### src/rtl/mult_div_seq.sv
// Multi-cycle signed multiply/divide unit: radix-2 Booth multiply and restoring
// divide share one 2*WIDTH+1 bit accumulator; results land in hi/lo on the fix-up edge.
module mult_div_seq #(
    parameter int WIDTH = 32
) (
    input  logic             clk,
    input  logic             rst,
    input  logic             start,
    input  logic             op,
    input  logic [WIDTH-1:0] a,
    input  logic [WIDTH-1:0] b,
    output logic [WIDTH-1:0] hi,
    output logic [WIDTH-1:0] lo,
    output logic             busy,
    output logic             done,
    output logic             div_zero
);

    localparam int ACC_W = 2 * WIDTH + 1;
    localparam int CNT_W = $clog2(WIDTH) + 1;
    localparam logic [CNT_W-1:0] CNT_LAST = CNT_W'(WIDTH - 1);
    localparam logic [CNT_W-1:0] CNT_ONE  = {{(CNT_W-1){1'b0}}, 1'b1};
    localparam logic [WIDTH-1:0] ONE_W    = {{(WIDTH-1){1'b0}}, 1'b1};

    typedef enum logic [2:0] {
        S_IDLE = 3'd0,
        S_MUL  = 3'd1,
        S_DIV  = 3'd2,
        S_FIX  = 3'd3,
        S_DZ   = 3'd4,
        S_DONE = 3'd5
    } state_t;

    state_t             state_q;
    logic [ACC_W-1:0]   acc_q;
    logic [WIDTH-1:0]   opnd_q;
    logic [CNT_W-1:0]   cnt_q;
    logic               op_q;
    logic               neg_quo_q;
    logic               neg_rem_q;
    logic [WIDTH-1:0]   hi_q;
    logic [WIDTH-1:0]   lo_q;
    logic               busy_q;
    logic               done_q;
    logic               div_zero_q;

    logic [WIDTH:0]     booth_base_d;
    logic [WIDTH:0]     booth_sum_d;
    logic [ACC_W-1:0]   booth_next_d;
    logic [WIDTH:0]     div_rem_sh_d;
    logic [WIDTH:0]     div_trial_d;
    logic [ACC_W-1:0]   div_next_d;
    logic [WIDTH-1:0]   fix_hi_d;
    logic [WIDTH-1:0]   fix_lo_d;

    function automatic logic [WIDTH-1:0] negate(input logic [WIDTH-1:0] v);
        return ~v + ONE_W;
    endfunction

    function automatic logic [WIDTH-1:0] abs_val(input logic [WIDTH-1:0] v);
        return v[WIDTH-1] ? negate(v) : v;
    endfunction

    // Datapath step: one Booth iteration, one restoring-divide iteration, and the sign fix-up.
    always_comb begin
        // Booth add is one bit wider so a most-negative multiplicand cannot overflow before the shift
        booth_base_d = {acc_q[ACC_W-1], acc_q[ACC_W-1:WIDTH+1]};
        booth_sum_d  = booth_base_d;
        case (acc_q[1:0])
            2'b01:   booth_sum_d = booth_base_d + {opnd_q[WIDTH-1], opnd_q};
            2'b10:   booth_sum_d = booth_base_d - {opnd_q[WIDTH-1], opnd_q};
            default: booth_sum_d = booth_base_d;
        endcase
        booth_next_d = {booth_sum_d, acc_q[WIDTH:1]};

        div_rem_sh_d = acc_q[2*WIDTH-1:WIDTH-1];
        div_trial_d  = div_rem_sh_d - {1'b0, opnd_q};
        if (!div_trial_d[WIDTH]) begin
            div_next_d = {div_trial_d, acc_q[WIDTH-2:0], 1'b1};
        end else begin
            div_next_d = {div_rem_sh_d, acc_q[WIDTH-2:0], 1'b0};
        end

        if (op_q) begin
            fix_lo_d = neg_quo_q ? negate(acc_q[WIDTH-1:0]) : acc_q[WIDTH-1:0];
            fix_hi_d = neg_rem_q ? negate(acc_q[2*WIDTH-1:WIDTH]) : acc_q[2*WIDTH-1:WIDTH];
        end else begin
            fix_lo_d = acc_q[WIDTH:1];
            fix_hi_d = acc_q[ACC_W-1:WIDTH+1];
        end
    end

    // Control FSM with registered result and status outputs.
    always_ff @(posedge clk) begin
        if (rst) begin
            state_q    <= S_IDLE;
            acc_q      <= {ACC_W{1'b0}};
            opnd_q     <= {WIDTH{1'b0}};
            cnt_q      <= {CNT_W{1'b0}};
            op_q       <= 1'b0;
            neg_quo_q  <= 1'b0;
            neg_rem_q  <= 1'b0;
            hi_q       <= {WIDTH{1'b0}};
            lo_q       <= {WIDTH{1'b0}};
            busy_q     <= 1'b0;
            done_q     <= 1'b0;
            div_zero_q <= 1'b0;
        end else begin
            done_q <= 1'b0;
            case (state_q)
                S_IDLE: begin
                    if (start) begin
                        busy_q     <= 1'b1;
                        div_zero_q <= 1'b0;
                        op_q       <= op;
                        cnt_q      <= {CNT_W{1'b0}};
                        neg_quo_q  <= a[WIDTH-1] ^ b[WIDTH-1];
                        neg_rem_q  <= a[WIDTH-1];
                        if (!op) begin
                            acc_q   <= {{WIDTH{1'b0}}, b, 1'b0};
                            opnd_q  <= a;
                            state_q <= S_MUL;
                        end else if (b == {WIDTH{1'b0}}) begin
                            state_q <= S_DZ;
                        end else begin
                            acc_q   <= {{(WIDTH+1){1'b0}}, abs_val(a)};
                            opnd_q  <= abs_val(b);
                            state_q <= S_DIV;
                        end
                    end else begin
                        state_q <= S_IDLE;
                    end
                end
                S_MUL: begin
                    acc_q <= booth_next_d;
                    cnt_q <= cnt_q + CNT_ONE;
                    if (cnt_q == CNT_LAST) begin
                        state_q <= S_FIX;
                    end else begin
                        state_q <= S_MUL;
                    end
                end
                S_DIV: begin
                    acc_q <= div_next_d;
                    cnt_q <= cnt_q + CNT_ONE;
                    if (cnt_q == CNT_LAST) begin
                        state_q <= S_FIX;
                    end else begin
                        state_q <= S_DIV;
                    end
                end
                S_FIX: begin
                    hi_q    <= fix_hi_d;
                    lo_q    <= fix_lo_d;
                    busy_q  <= 1'b0;
                    done_q  <= 1'b1;
                    state_q <= S_DONE;
                end
                S_DZ: begin
                    div_zero_q <= 1'b1;
                    busy_q     <= 1'b0;
                    done_q     <= 1'b1;
                    state_q    <= S_DONE;
                end
                S_DONE: begin
                    state_q <= S_IDLE;
                end
                default: begin
                    busy_q  <= 1'b0;
                    state_q <= S_IDLE;
                end
            endcase
        end
    end

    assign hi       = hi_q;
    assign lo       = lo_q;
    assign busy     = busy_q;
    assign done     = done_q;
    assign div_zero = div_zero_q;

endmodule

### config.mk
export PLATFORM = sky130hd
export DESIGN_NAME = mult_div_seq
export DESIGN_NICKNAME = d
export VERILOG_FILES = /design/src/rtl/mult_div_seq.sv
export SDC_FILE = /design/constraint.sdc
export NUM_CORES = 1
export LEC_CHECK = 0
export CELL_PAD_IN_SITES_DETAIL_PLACEMENT = 2
export CELL_PAD_IN_SITES_GLOBAL_PLACEMENT = 2
export CORE_UTILIZATION = 31
export DETAILED_ROUTE_END_ITERATION = 8
export PLACE_DENSITY_LB_ADDON = 0.25
export SLEW_MARGIN = 40
export SYNTH_ARGS = -nofsm -noshare
export SYNTH_HDL_FRONTEND = slang
export SYNTH_SLANG_ARGS = --single-unit
### constraint.sdc
create_clock -name clk -period 4.4 [get_ports clk]
set_input_delay 0.88 -clock clk [delete_from_list [all_inputs] [get_ports clk]]
set_output_delay 0.88 -clock clk [all_outputs]
set_load 0.005 [all_outputs]
==> impl_metrics.yaml, run 1 <==
synth:
  synth_common_cells: "317 x nor2_1, 181 x a21oi_1, 176 x dfxtp_1"
  ys_seq_area_share_pct: 23.6
  syn_area_mm2: 0.0149
  synthTopCellsByArea: "dfxtp_1 24%, nor2_1 8.0%, xor2_1 6.8%, a211oi_1 6.5%, a21oi_1 6.1%"
  yosysTopAreaCellShare_pct: 23.6
  ys.flop_type: "dfxtp_1"
  yosysTopAreaCell: "dfxtp_1"
  synth_cell_types: 70
  syn_inst: 2008
  ys_warn_count: 0
  syn_nets: 2150
  synth_edf_count: 0
  synth_area_per_cell_um2: 7.43
  async_flop_share_pct: 0
  synth_seq_cells: 176
  yosysMostFrequentCell: "nor2_1"
cts:
  clk_path_buf_depth: 2
  h-tree-depth: 4
  clk_pin_slew_worst_paths_ns: 0.08
  cts_sinks: 176
  cts_tree: "yes"
  cts_made_buffers: 17
  clock_latency_ns: 0.51
  postCtsHoldBufs: 0
  clock_tree.root_cell: "clkbuf_16"
die:
  start_util_pct: 31.3
  die_area_mm2: 0.0490
  ios: 135
  core_mm2: 0.0476
  die_h_um: 221
  fp.dieW_um: 221
  rows: 80
detailed_routing:
  drc: 3
  wire_per_inst_um: 25.4
  vias: 17200
  ant_nets: 0
  initialDrtViolationCount: 1096
  vias_per_cell: 5.98
  firstDrtPassIters: 7
  wl_um: 73300
timing:
  max_slew.worst_pin.slew_ns: 0.851
  period_minus_slack_ns: 4.54
  fin_crit_sh_pct: 103
  rsz0062_at_grt: "yes"
  finalMaxSlewViolations: 0
  setup_violations: 8
  fin_skew_ns: 0.0154
  fmax_mhz: 220
  setup_ws_ns: -0.144
  slew_headroom_pct: 43.0
  hold_violations: 0
worst_setup_path:
  endpoint_kind: "flop"
  crit_type: "flop to flop"
  critPathMaxFanout: 3
  cp.required_ns: 4.85
  worst_setup_path_start_kind: "flop"
  cp.arrival_ns: 5.00
place:
  post-place-ws_ns: -0.391
  place_inst: 2819
  hpwlAfterDp_um: 53200
  io_buffer_count: 134
  gp_congestion: 0.911
finish:
  antennaDiodeCount: 0
  nets: 2394
  final_cell_count_no_fill: 2880
  layout-drive-gt1-share_pct: 19.1
  syn_to_final_growth_pct: 33.3
global_route:
  antenna_found_initial: 2
  grt_start_max_net_pins: 85
  overflow: 0
  grt_pass1_wl_um: 106000
  grt_use_total_pct: 28.1
  grt_pass1_vias: 18200
pwr:
  pwr_density_cell_mw_per_mm2: 515
  total_power_uw: 10200
  p_leak_uw: 0.00768
  irDropWorstVdd_mv: 0.381
status:
  failed_checks: "DRC, setup timing"
  status: "complete, but fails checks"
flow_run:
  cap_violations: 0
hold_path:
  hp-class: "flop to flop"
==> through the flow <==
step | hold WS, ns | setup TNS, ns | cell area (um^2) | utilization (%)
global route | 0.506 | -3.94 | 19900 | 41.7
finish | 0.469 | -0.532 | 19900 | 41.7
global placement | 0.442 | -2.63 | 18200 | 38.3
floorplan | 0.453 | 0 | 14900 | -
CTS | 0.471 | -0.150 | 19000 | 40.0
detailed placement | 0.460 | -10.11 | 18200 | 38.3
==> registers in the layout (all words and copies together), names as in the netlist, 3 cells and up <==
| signal | count |
|---|---|
| state_q | 3 |
| acc_q | 65 |
| lo | 32 |
| hi | 32 |
| cnt_q | 6 |
| opnd_q | 32 |
==> metal layers <==
layer	part of all wire (%)	vias to the layer above	global-route usage, %
met4	4.3	0	12.5
met1	44	8739	36.3
met5	0	-	0
li1	-	7858	-
met2	48	481	46.6
met3	4.2	149	3.57
==> where the power goes <==
| part | internal, uW | switching (uW) |
|---|---|---|
| logic | 2920 | 3610 |
| clock network | 822 | 817 |
| registers | 1760 | 312 |
==> cells by family after synthesis <==
logic type / after synthesis / synth area share (%)
XOR/XNOR: 202 / 11.9
AO/OA/AOI/OAI: 656 / 29.9
adder cells (fa/ha/maj): 74 / 6.31
AND/OR/NAND/NOR: 631 / 19.3
flip-flops: 176 / 23.6
buffers and inverters: 224 / 5.87
multiplexers: 45 / 3.10
==> repair_timing <==
action / in CTS / in global routing
setup buffers: 5 / 27
pin swaps: 8 / 86
endpoints found under the setup margin: 34 / 32
cloned: 0 / 1
resized for setup: 31 / 135
==> critical path, stage by stage, from the launching register on <==
cell and delay, ns:
dfxtp_2 0.32, or4_4 0.55, buf_6 0.14, nor4_4 0.26
buf_4 0.18, buf_4 0.11, a31oi_1 0.10, xnor2_1 0.15
buf_4 0.14, ha_1 0.31, a21o_1 0.20, a21oi_1 0.21
or4b_2 0.60, o211ai_1 0.30, buf_4 0.18, o2111ai_1 0.21
a41oi_1 0.30, a21oi_1 0.09, nand2_1 0.09
==> cell usage in the layout, fill, tap and decap left out, types with 22 or more instances in the layout <==
| master | netlist | final |
|---|---|---|
| a211oi_1 | 130 | 124 |
| a21o_1 | 33 | 33 |
| a21oi_1 | 181 | 170 |
| a222oi_1 | 33 | 33 |
| a31oi_1 | 28 | 23 |
| buf_4 | 2 | 235 |
| clkdlybuf4s50_1 | 0 | 132 |
| dfxtp_1 | 176 | 170 |
| ha_1 | 72 | 60 |
| inv_1 | 56 | 53 |
| mux2i_1 | 35 | 31 |
| nand2_1 | 118 | 114 |
| nand3_1 | 26 | 23 |
| nor2_1 | 317 | 311 |
| o21ai_0 | 77 | 65 |
| o31ai_1 | 32 | 32 |
| or4_1 | 24 | 22 |
| xnor2_1 | 87 | 82 |
| xor2_1 | 115 | 115 |
==> cell type report <==
class	count	area, um^2
fillers	5407	27800
multi-input cells	1609	11300
flip-flops and latches	176	3530
repair buffers	392	3470
well taps	615	769
clock buffers	18	439
inverters	56	210
clock inverters	14	169
==> final timing paths <==
kind	start	end	slack [ns]	depth (start not counted)
max reg2reg	opnd_q[10]$_SDFFE_PP0P_	acc_q[54]$_SDFFE_PP0P_	-0.14	18
max	opnd_q[10]$_SDFFE_PP0P_	acc_q[54]$_SDFFE_PP0P_	-0.14	18
min	hi[1]$_SDFFE_PP0N_	hi[1]$_SDFFE_PP0N_	0.47	2
min reg2reg	hi[1]$_SDFFE_PP0N_	hi[1]$_SDFFE_PP0N_	0.47	2
No activity file was read; power rests on OpenSTA's default activity.
==> run 2, diff against run 1 <==
Settings changed: SLEW_MARGIN 40 to default.
==> run 2 against run 1 <==
Effect of this change:
- the flow finishes with violations (DRC)
- register-to-register slack gained 0.22 ns
- sequential cell count is the same
- clock power about the same
- routed wire length is 4.8% lower
- maximum frequency rose by 5.1%
- combinational power fell by 7.6%
- cell area fell by 1.8%
- final cell count decreased by 0.56%
- worst hold slack about the same
- critical path type unchanged
==> impl_metrics.yaml, run 2 (synthesized netlist as in run 1, its figures left out) <==
pwr:
  clock_power_share_pct: 16.8
  seqPwrFrac_pct: 21.2
  combPwrFrac_pct: 62.1
  swShare_pct: 45.8
  intPower_uw: 5270
  switchingPower_uw: 4460
  irDropWorstVdd_mv: 0.375
  p_leak_uw: 0.00755
  pwr_density_cell_mw_per_mm2: 499
worst_setup_path:
  crit_family: "simple AND/OR/NAND/NOR gates"
  reg2reg_from: "opnd_q[10]$_SDFFE_PP0P_"
  ff2ff_path_depth: 21
  cp_common_cell: "buf_4"
  r2r-end: "acc_q[63]$_SDFFE_PP0P_"
  crit_type: "flop to flop"
  cp_slowest_cell: "or4_4"
  critPathMaxFanout: 4
  cp.arrival_ns: 4.72
  critPathMaxStageDelay_ns: 0.59
  worst_setup_path_start_kind: "flop"
  crit_chain: "or4_4, or4_4, nor4_4, buf_4, buf_4, and3_4, nor2_1, xnor2_1, buf_4, ha_4, a21o_1, a21oi_2, nor2_1, nor2_1, nand2_1, o21ai_1, buf_4, o21ai_1, buf_4, mux2i_1, o31a_1"
  crit_buf_inv: 5
  endpoint_kind: "flop"
  cp.required_ns: 4.79
  r2r_setup_slack_ns: 0.08
timing:
  slew_headroom_pct: 28.6
  max_slew.worst_pin.slew_ns: 1.07
  fin_skew_ns: 0.0147
  finalMaxSlewViolations: 0
  fmax_mhz: 231
  setup_tns_ns: 0
  fin_crit_sh_pct: 98.3
  setup_violations: 0
  rsz0062_at_grt: "yes"
  hold_ws_ns: 0.468
  hold_violations: 0
  period_minus_slack_ns: 4.32
finish:
  nFillCells: 5404
  multi_input_area_mm2: 0.0111
  nets: 2377
  fin_area_mm2: 0.0195
  final-seq-area_mm2: 0.00353
  syn_to_final_growth_pct: 30.8
  largest_register: "acc_q"
  largest_register_ff_count: 65
  layout-drive-gt1-share_pct: 17.4
  layout_common_cells: "311 x nor2_1, 227 x buf_4, 173 x a21oi_1, 173 x dfxtp_1, 132 x clkdlybuf4s50_1"
  layout_commonest_cell: "nor2_1"
die:
  core_mm2: 0.0476
  rows: 80
  die_h_um: 221
  fp.dieW_um: 221
  start_util_pct: 31.3
  ios: 135
  die_area_mm2: 0.0490
place:
  hpwlAfterDp_um: 53200
  io_buffer_count: 134
  placed_area_mm2: 0.0182
  gp_congestion: 0.911
detailed_routing:
  wire_per_inst_um: 24.3
  m1WireLength_um: 31600
  firstDrtPassIters: 8
  initialDrtViolationCount: 1130
  wl_um: 69700
  highest-signal-layer: "met4"
  ant_nets: 0
  vias: 16800
  dr_wl_met3_um: 2820
  drc: 6
  met2_wirelength_um: 33600
  vias_per_cell: 5.87
hold_path:
  min_to: "hi[1]$_SDFFE_PP0N_"
  holdPathStages: 2
  hp-class: "flop to flop"
  holdCritStartpoint: "hi[1]$_SDFFE_PP0N_"
status:
  status: "complete, but fails checks"
  failed_checks: "DRC"
cts:
  h-tree-depth: 4
  clock_latency_ns: 0.51
  cts_tree: "yes"
  clk_pin_slew_worst_paths_ns: 0.08
  cts_sinks: 176
  postCtsHoldBufs: 0
  cts_made_buffers: 17
  clk_path_buf_depth: 2
  clock_tree.root_cell: "clkbuf_16"
global_route:
  grt_start_max_net_pins: 85
  grt_pass1_wl_um: 105000
  antenna_found_initial: 3
  overflow: 0
  grt_pass1_vias: 17900
  grt_use_total_pct: 27.7
flow_run:
  cap_violations: 0
-- run 2: cell type report --
| class | count | share of cell area [%] |
|---|---|---|
| Inverter | 56 | 1.08 |
| Clock buffer | 18 | 2.25 |
| Antenna cell | 1 | 0.0128 |
| Multi-Input combinational cell | 1608 | 56.8 |
| Clock inverter | 14 | 0.865 |
| Sequential cell | 176 | 18.1 |
| Timing Repair Buffer | 376 | 17.0 |
| Tap cell | 615 | 3.94 |
-- run 2: worst register-to-register path: cells and delay by family, from the launching register on --
family | cells | cell delay (ns)
AO/OA/AOI/OAI | 5 | 0.76
XOR/XNOR | 1 | 0.13
adder cells (fa/ha/maj) | 1 | 0.22
buffers and inverters | 5 | 0.73
flip-flops | 1 | 0.33
multiplexers | 1 | 0.11
AND/OR/NAND/NOR | 8 | 1.94
-- run 2: power by group through the flow --
stage               Clock (uW)  Sequential [uW]  Combinational (uW)
floorplan                    0             1930                3400
global placement             0             2060                5260
detailed placement           0             2080                5460
CTS                       1660             2050                5630
global route              1720             2080                6480
finish                    1630             2060                6040
-- run 2: per-layer routing --
layer | vias to the layer above | track usage, %
met2 | 367 | 47.3
met1 | 8550 | 35.8
li1 | 7824 | -
met5 | - | 0
met4 | 0 | 9.05
met3 | 79 | 3.59
-- run 2: what timing repair did --
item                       CTS  global route
pin swaps                    6            65
setup buffers                3            12
resized for setup           27            90
cloned                       0             1
setup endpoints to repair   34            32
-- run 2: worst max-delay path by stage --
stage	startpoint	end	slack (ns)	cells past startpoint
after floorplan	acc_q[31]$_SDFFE_PP0P_	acc_q[42]$_SDFFE_PP0P_	0.06	20
after global placement	opnd_q[7]$_SDFFE_PP0P_	acc_q[64]$_SDFFE_PP0P_	-0.34	18
after detailed placement	opnd_q[7]$_SDFFE_PP0P_	acc_q[64]$_SDFFE_PP0P_	-0.37	18
after CTS	acc_q[31]$_SDFFE_PP0P_	acc_q[41]$_SDFFE_PP0P_	0.009	19
after global routing	opnd_q[10]$_SDFFE_PP0P_	acc_q[63]$_SDFFE_PP0P_	-0.09	21
final	opnd_q[10]$_SDFFE_PP0P_	acc_q[63]$_SDFFE_PP0P_	0.08	21
-- run 2: stage by stage --
stage	utilization [%]	total power [uW]	cells	worst slack, ns
2_1_floorplan	-	5320	2008	0.0631
3_3_place_gp	38.3	7330	2819	-0.340
3_5_place_dp	38.3	7540	2819	-0.372
4_1_cts	39.9	9340	2854	0.00857
5_1_grt	41.0	10300	2863	-0.0898
6_report	41.0	9730	2864	0.0767
==> run 3, diff against run 2 <==
Settings changed: SKIP_CTS_REPAIR_TIMING from default to 1.
==> run 3 against run 2 <==
Effect of this change:
- the flow still finishes with violations (DRC)
- sequential cell count stayed put
- maximum frequency is 0.38% lower
- sequential power hardly changed
- final cell count is 0.14% higher
- clock power hardly changed
- cell area hardly changed
- utilization hardly changed
- die area stayed put
- non-clock buffer count is 5 higher
- combinational power is 0.7% higher
- worst hold slack hardly changed
- register-to-register slack worse by 0.02 ns
- highest routed layer unchanged
==> impl_metrics.yaml, run 3 (synthesized netlist as in run 1, its figures left out) <==
status:
  failed_checks: "DRC"
  status: "complete, but fails checks"
worst_setup_path:
  reg2reg_from: "opnd_q[10]$_SDFFE_PP0P_"
  critPathMaxFanout: 4
  r2r-end: "acc_q[63]$_SDFFE_PP0P_"
  cp.arrival_ns: 4.73
  worst_setup_path_start_kind: "flop"
  r2r_setup_slack_ns: 0.06
  cp.required_ns: 4.79
  ff2ff_path_depth: 19
  endpoint_kind: "flop"
  crit_type: "flop to flop"
global_route:
  antenna_found_initial: 2
  grt_use_total_pct: 27.6
  grt_start_max_net_pins: 85
  grt_pass1_vias: 17900
  grt_pass1_wl_um: 105000
  overflow: 0
finish:
  syn_to_final_growth_pct: 30.9
  layout_commonest_cell: "nor2_1"
  largest_register_ff_count: 65
  antennaDiodeCount: 0
  final_cell_count_no_fill: 2868
  layout-drive-gt1-share_pct: 17.4
  layout_common_cells: "311 x nor2_1, 231 x buf_4, 173 x a21oi_1"
  largest_register: "acc_q"
  nets: 2382
timing:
  rsz0062_at_grt: "yes"
  period_minus_slack_ns: 4.34
  hold_violations: 0
  setup_ws_ns: 0.0600
  finalMaxSlewViolations: 0
  fin_skew_ns: 0.0130
  slew_headroom_pct: 28.2
  setup_violations: 0
  max_slew.worst_pin.slew_ns: 1.08
  fin_crit_sh_pct: 98.6
  fmax_mhz: 230
  setup_tns_ns: 0
die:
  core_mm2: 0.0476
  die_h_um: 221
  rows: 80
  fp.dieW_um: 221
  die_area_mm2: 0.0490
  ios: 135
  start_util_pct: 31.3
place:
  gp_congestion: 0.911
  post-place-ws_ns: -0.372
  io_buffer_count: 134
  hpwlAfterDp_um: 53200
  place_inst: 2819
detailed_routing:
  vias: 16800
  drc: 3
  initialDrtViolationCount: 1167
  vias_per_cell: 5.87
  firstDrtPassIters: 9
  wire_per_inst_um: 24.4
  ant_nets: 0
  wl_um: 69800
cts:
  clk_pin_slew_worst_paths_ns: 0.07
  clock_latency_ns: 0.51
  cts_made_buffers: 17
  h-tree-depth: 4
  cts_sinks: 176
  cts_tree: "yes"
  clk_path_buf_depth: 2
  clock_tree.root_cell: "clkbuf_16"
hold_path:
  holdPathStages: 2
  hp-class: "flop to flop"
  holdCritStartpoint: "hi[1]$_SDFFE_PP0N_"
  min_to: "hi[1]$_SDFFE_PP0N_"
pwr:
  irDropWorstVdd_mv: 0.366
  pwr_density_cell_mw_per_mm2: 500
  total_power_uw: 9760
  p_leak_uw: 0.00756
flow_run:
  cap_violations: 0
-- run 3: metal layers --
metal	up-vias	GRT usage, %	part of all wire (%)
li1	7839	-	-
met1	8534	35.6	45
met2	386	47.0	48
met3	88	3.65	3.8
met4	0	9.65	2.9
met5	-	0	0
-- run 3: critical path, stage by stage (launching register included) --
cell and delay (ns):
dfxtp_2 0.32, or4_4 0.57, or4_4 0.59, nor4_4 0.25, buf_4 0.18, buf_4 0.11
and3_4 0.20, a31oi_1 0.11, xnor2_1 0.29, ha_1 0.31, buf_4 0.14, buf_4 0.13
nand4_1 0.13, o21ai_1 0.08, o21ai_1 0.09, buf_4 0.15, o21ai_1 0.07, buf_4 0.14
mux2i_1 0.11, o31a_1 0.24
-- run 3: worst max path at each step --
stage                            start                endpoint  depth (start not counted)
2_1_floorplan   acc_q[31]$_SDFFE_PP0P_  acc_q[42]$_SDFFE_PP0P_                         20
6_report       opnd_q[10]$_SDFFE_PP0P_  acc_q[63]$_SDFFE_PP0P_                         19
3_5_place_dp    opnd_q[7]$_SDFFE_PP0P_  acc_q[64]$_SDFFE_PP0P_                         18
4_1_cts         acc_q[31]$_SDFFE_PP0P_  acc_q[41]$_SDFFE_PP0P_                         19
3_3_place_gp    opnd_q[7]$_SDFFE_PP0P_  acc_q[64]$_SDFFE_PP0P_                         18
5_1_grt        opnd_q[10]$_SDFFE_PP0P_  acc_q[64]$_SDFFE_PP0P_                         17
-- run 3: layout make-up --
| type | instances | area, um^2 |
|---|---|---|
| clock buffer | 18 | 439 |
| clock inverter | 14 | 169 |
| fill | 5402 | 28100 |
| inverter | 56 | 210 |
| multi-input combinational | 1608 | 11000 |
| sequential | 176 | 3530 |
| tap | 615 | 769 |
| timing repair buffer | 381 | 3370 |
-- run 3: through the flow --
step           hold WS [ns]  cell area (um^2)  utilization, %
2_1_floorplan         0.453             14900               -
3_3_place_gp          0.442             18200            38.3
3_5_place_dp          0.461             18200            38.3
4_1_cts               0.472             18800            39.5
5_1_grt               0.506             19500            41.0
6_report              0.469             19500            41.0
-- run 3: power by group --
| part | leakage [uW] | total [uW] | internal [uW] | switching, uW |
|---|---|---|---|---|
| Combinational | 0.00583 | 6080 | 2720 | 3350 |
| Clock | 0.000296 | 1630 | 823 | 804 |
| Sequential | 0.00144 | 2060 | 1760 | 303 |
==> RTL change 1, RTL diff (flow settings as in run 1) <==
Set the parameter `WIDTH` to 16 (it was 32).
--- a/src/rtl/mult_div_seq.sv
+++ b/src/rtl/mult_div_seq.sv
@@ -2,5 +2,5 @@
 // divide share one 2*WIDTH+1 bit accumulator; results land in hi/lo on the fix-up edge.
 module mult_div_seq #(
-    parameter int WIDTH = 32
+    parameter int WIDTH = 16
 ) (
     input  logic             clk,
Interface: changed (resized a, b, hi and lo); port bits go from 135 to 71. The function was not compared with the original's and may differ.
==> RTL change 1 against run 1 <==
- maximum frequency grew 9.5%
- clock power shrank 49%
- routed wire length fell by 60%
- synthesized cell count fell by 48%
- area after synthesis decreased by 48%
- sequential share of layout area grew 3.1 points
- final area is 54% lower
- hold slack got worse by 4.9 ps
- worst setup slack gained 400 ps
- die area shrank 48%
- sequential cell count fell by 81
- combinational power shrank 66%
- global-route usage decreased by 5.0 points
- power fell by 59%
- highest routed layer unchanged
==> RTL change 1: results (changes against run 1) <==
| Metric | Value |
|---|---|
| Layout fillers | `2861 (-47%)` |
| Vias per cell | `5.70 (-4.7%)` |
| Gate count after technology mapping | `1035 (-48%)` |
| List of most frequent post-synthesis cells | `149 x nor2_1, 105 x a21oi_1, 95 x dfxtp_1` |
| Worst Min Path Start | `div_zero$_SDFFE_PP0P_` |
| Inserted Clock Buffers | `9 (-8)` |
| Net total in the final layout | `1150 (-52%)` |
| Iteration-0 DRC Markers | `460 (-58%)` |
| Portion of netlist area occupied by mux cells | `2.44% (-0.66 points)` |
| Skew-Pair Late Insertion Delay | `360 ps (-150 ps)` |
| Arr. time, crit path | `4370 ps (-630 ps)` |
| Synthesized Nets | `1114 (-48%)` |
| Sequential fraction of the synthesis area | `24.6% (+0.97 points)` |
| Post-CTS Setup Bufs | `0 (-5)` |
| Synthesized-area fraction occupied by adder cells | `7.15% (+0.84 points)` |
| Pin count of the biggest net entering global routing | `82 (-3.5%)` |
| Ranking of synthesized cells by area | `dfxtp_1 25%, nor2_1 7.2%, a21oi_1 6.8%` |
| Total Negative Setup Slacks | `0 ps (+532 ps)` |
| H-Tree Level Count | `3 (-1)` |
| Met2 WL | `13200 um (-62%)` |
| Flip-flop count of the largest register after layout | `33 (-49%)` |
| Biggest cell delay along the critical path | `440 ps (-160 ps)` |
| Run status | `completed` |
| Global-route wire length before repair | `46900 um (-56%)` |
| Fraction of synthesized cell area in xor and xnor cells | `10.4% (-1.4 points)` |
| Transition at the pin with the smallest max-transition slack | `785 ps (-65.4 ps)` |
| Number of buffers added on ports | `70 (-48%)` |
| Overall routed net length | `29000 um (-60%)` |
-- RTL change 1: cell count changes after synthesis, sizes merged, moves of 42 or more --
| cell | before | now |
|---|---|---|
| a211oi | 130 | 48 |
| xnor2 | 87 | 45 |
| nor2 | 317 | 149 |
| a21oi | 181 | 105 |
| xor2 | 115 | 47 |
| clkbuf | 148 | 64 |
| dfxtp | 176 | 95 |
-- RTL change 1: logic make-up after synthesis --
| group | count (synthesis) |
|---|---|
| AO/OA/AOI/OAI | 342 |
| XOR/XNOR | 92 |
| adder cells (fa/ha/maj) | 43 |
| buffers and inverters | 116 |
| flip-flops | 95 |
| multiplexers | 18 |
| AND/OR/NAND/NOR | 329 |
-- RTL change 1: layout make-up --
class | count | area (sq um) | share of cell area [%]
Multi-Input combinational cell | 824 | 5410 | 59.4
Tap cell | 324 | 405 | 4.45
Sequential cell | 95 | 1900 | 20.9
Timing Repair Buffer | 102 | 937 | 10.3
Inverter | 39 | 146 | 1.61
Clock inverter | 6 | 76.3 | 0.838
Clock buffer | 10 | 229 | 2.51
-- RTL change 1: worst paths after layout --
kind | cells past startpoint | slack [ps] | endpoint
setup / recovery | 17 | 250 | acc_q[16]$_SDFFE_PP0P_
hold / removal | 2 | 460 | div_zero$_SDFFE_PP0P_
setup reg to reg | 17 | 250 | acc_q[16]$_SDFFE_PP0P_
hold reg to reg | 2 | 460 | div_zero$_SDFFE_PP0P_
-- RTL change 1: power groups by stage --
stage                     clock network (mW)  logic [mW]  registers, mW
after floorplan                            0        1.61           1.04
after global placement                     0        2.16           1.12
after detailed placement                   0        2.21           1.12
after CTS                              0.860        2.24           1.10
after global routing                   0.888        2.46           1.12
final                                  0.836        2.24           1.11
==> RTL change 2, RTL diff (settings of run 1) <==
Without the edit above. Encoding of `state_t`: now Gray code (3 bits for 6 states).
--- a/src/rtl/mult_div_seq.sv
+++ b/src/rtl/mult_div_seq.sv
@@ -24,10 +24,10 @@
 
     typedef enum logic [2:0] {
-        S_IDLE = 3'd0,
-        S_MUL  = 3'd1,
-        S_DIV  = 3'd2,
-        S_FIX  = 3'd3,
-        S_DZ   = 3'd4,
-        S_DONE = 3'd5
+        S_IDLE = 3'b000,
+        S_MUL  = 3'b001,
+        S_DIV  = 3'b011,
+        S_FIX  = 3'b010,
+        S_DZ   = 3'b110,
+        S_DONE = 3'b111
     } state_t;
 
Function: same outputs for any inputs over 10 cycles, from zero or initial values and one cycle with rst high; not proved beyond that.
==> RTL change 2 against run 1 <==
- global-route usage shrank 2.9 points
- worst setup slack gained 380 ps
- power shrank 12%
- maximum frequency grew 9.1%
- non-clock buffer count shrank 137
- final area shrank 8.9%
- sequential cell count is the same
- critical path depth is the same
- routed wire length shrank 15%
- area after synthesis grew 0.55%
==> RTL change 2: results (changes against run 1) <==
| Metric | Value |
|---|---|
| Run status | `completed` |
| Biggest cell delay along the critical path | `520 ps (-80 ps)` |
| H-Tree Level Count | `4 (unchanged)` |
| Number of buffers added on ports | `134 (unchanged)` |
| Clock transition at the register clock pins on the worst setup and hold paths after CTS | `70 ps` |
| Final cycle utilization of the critical path | `94.7% (-8.6 points)` |
| Critical path's top delay family | `compound AO/OA/AOI/OAI gates` |
| Final GP Congestion | `0.909 (-0.19%)` |
| Length of routed met3 wiring | `2260 um (-27%)` |
| Gate count after technology mapping | `2034 (+1.3%)` |
| Sequential fraction of the synthesis area | `23.5% (-0.13 points)` |
| Largest fanout on the critical path | `16 (+13)` |
| CP max-delay cell | `dfxtp_1` |
| Wire length per cell | `22.5 um (-12%)` |
| Most used DFF post-synth | `dfxtp_1` |
| Post-detail-place hpwl | `48700 um (-8.6%)` |
| Top Layer Used | `met5` |
| Antenna violations before repair | `3 (+1)` |
| Global-route wire length before repair | `97100 um (-8.7%)` |
| Ranking of synthesized cells by area | `dfxtp_1 23%, a211oi_1 8.4%, xor2_1 7.5%` |
| Number of cells in the design after placement | `2740 (-2.8%)` |
| Worst Clk Skew | `7.88 ps (-7.48 ps)` |
| Layout fillers | `5532 (+2.3%)` |
| Number of warnings issued by yosys | `0 (unchanged)` |
| Routed met1 length | `26500 um (-17%)` |
| Via count of the first global-routing pass | `17.0k (-6.3%)` |
| Iteration-0 DRC Markers | `663 (-40%)` |
| Number of different library cells in the post-synthesis netlist | `67 (-4.3%)` |
| List of most frequent post-synthesis cells | `278 x nor2_1, 195 x a21oi_1, 176 x dfxtp_1` |
| Net total in the final layout | `2287 (-4.5%)` |
| Flip-flop count of the largest register after layout | `65 (unchanged)` |
| Worst setup slack for register-to-register paths | `230 ps (+380 ps)` |
| Vias per cell | `5.74 (-4.0%)` |
| Transition at the pin with the smallest max-transition slack | `849 ps (-1.15 ps)` |
| First-pass DRT Iterations | `6 (-1)` |
| Worst slack at placement | `-12.7 ps (+378 ps)` |
| Buffer depth of the longest clock path | `2 (unchanged)` |
| GRT Total Usage | `25.2% (-2.9 points)` |
| Standby leakage power | `6.73 nW (-12%)` |
| Clk root buf | `clkbuf_16` |
| Type of the worst min-delay path | `register to register` |
| Total number of vias | `15.9k (-7.6%)` |
| Met2 WL | `31400 um (-10%)` |
| Pin count of the biggest net entering global routing | `97 (+14%)` |
| VDD IR-drop max | `0.272 mV (-29%)` |
| Arr. time, crit path | `4530 ps (-470 ps)` |
| Fraction of final layout cells with drive strength greater than 1 | `9.50% (-9.6 points)` |
| Skew-Pair Late Insertion Delay | `500 ps` |
| Synthesized Nets | `2176 (+1.2%)` |
| Diodes inserted | `0 (unchanged)` |
| Inserted Clock Buffers | `17 (unchanged)` |
[RTL change 2: cell count changes after synthesis, moves of 11 or more]
cell and change:
a211oi_1 +37, a222oi_1 -15, xnor2_1 -14, inv_1 +12, nor2_1 -39, a21oi_1 +14
buf_2 +11, o211ai_1 +13, xor2_1 +13, mux2i_1 +19, nand2_1 +39, a221oi_1 -17
clkbuf_1 -13
[RTL change 2: path summary, 6_finish.rpt]
kind                          startpoint                     end  cells after the start
setup / recovery  opnd_q[5]$_SDFFE_PP0P_  acc_q[35]$_SDFFE_PP0P_                     18
setup reg to reg  opnd_q[5]$_SDFFE_PP0P_  acc_q[35]$_SDFFE_PP0P_                     18
hold / removal        hi[1]$_SDFFE_PP0P_      hi[1]$_SDFFE_PP0P_                      2
hold reg to reg       hi[1]$_SDFFE_PP0P_      hi[1]$_SDFFE_PP0P_                      2
[RTL change 2: per-layer routing]
layer	GRT usage [%]	vias to the layer above
met5	0	-
met3	4.68	92
li1	-	7599
met2	45.1	257
met4	9.92	6
met1	29.6	7970
[RTL change 2: area by class of cell]
class	count	area, sq um	area share [%]
Multi-Input combinational cell	1627	10700	59.0
Timing Repair Buffer	255	2300	12.7
Clock inverter	12	121	0.670
Clock buffer	19	443	2.45
Tap cell	615	769	4.25
Sequential cell	176	3530	19.5
Inverter	68	255	1.41
[RTL change 2: cell families (layout without fill, tap and decap cells)]
group | after synthesis | in the layout | synth area share (%)
flops | 176 | 176 | 23.5
xor+xnor | 201 | 201 | 11.7
compound gates | 671 | 671 | 29.6
simple gates | 616 | 616 | 18.5
mux | 65 | 65 | 4.43
buf+inv | 231 | 354 | 6.00
fa+ha+maj | 74 | 74 | 6.27
[RTL change 2: per-stage QoR]
step / instance area (sq um) / hold slack, ps
2_1_floorplan: 15000 / 453
6_report: 18100 / 465
3_3_place_gp: 17400 / 449
4_1_cts: 18000 / 471
5_1_grt: 18100 / 500
3_5_place_dp: 17500 / 461
[RTL change 2: worst min-delay path, cell delays in order (launching register included)]
cell	delay, ps
dfxtp_1	310
nand2_1	50
a21oi_1	50
[RTL change 2: power breakdown]
part           total [mW]  internal (mW)  switching (mW)  leakage [nW]
sequential           2.15           1.79           0.360          1.44
clock                1.56          0.801           0.758         0.269
combinational        5.35           2.24            3.11          5.02
[RTL change 2: what timing repair did]
action	in CTS	in global routing
setup buffers	0	1
resized for setup	1	19
pin swaps	0	4
endpoints found under the setup margin	1	18
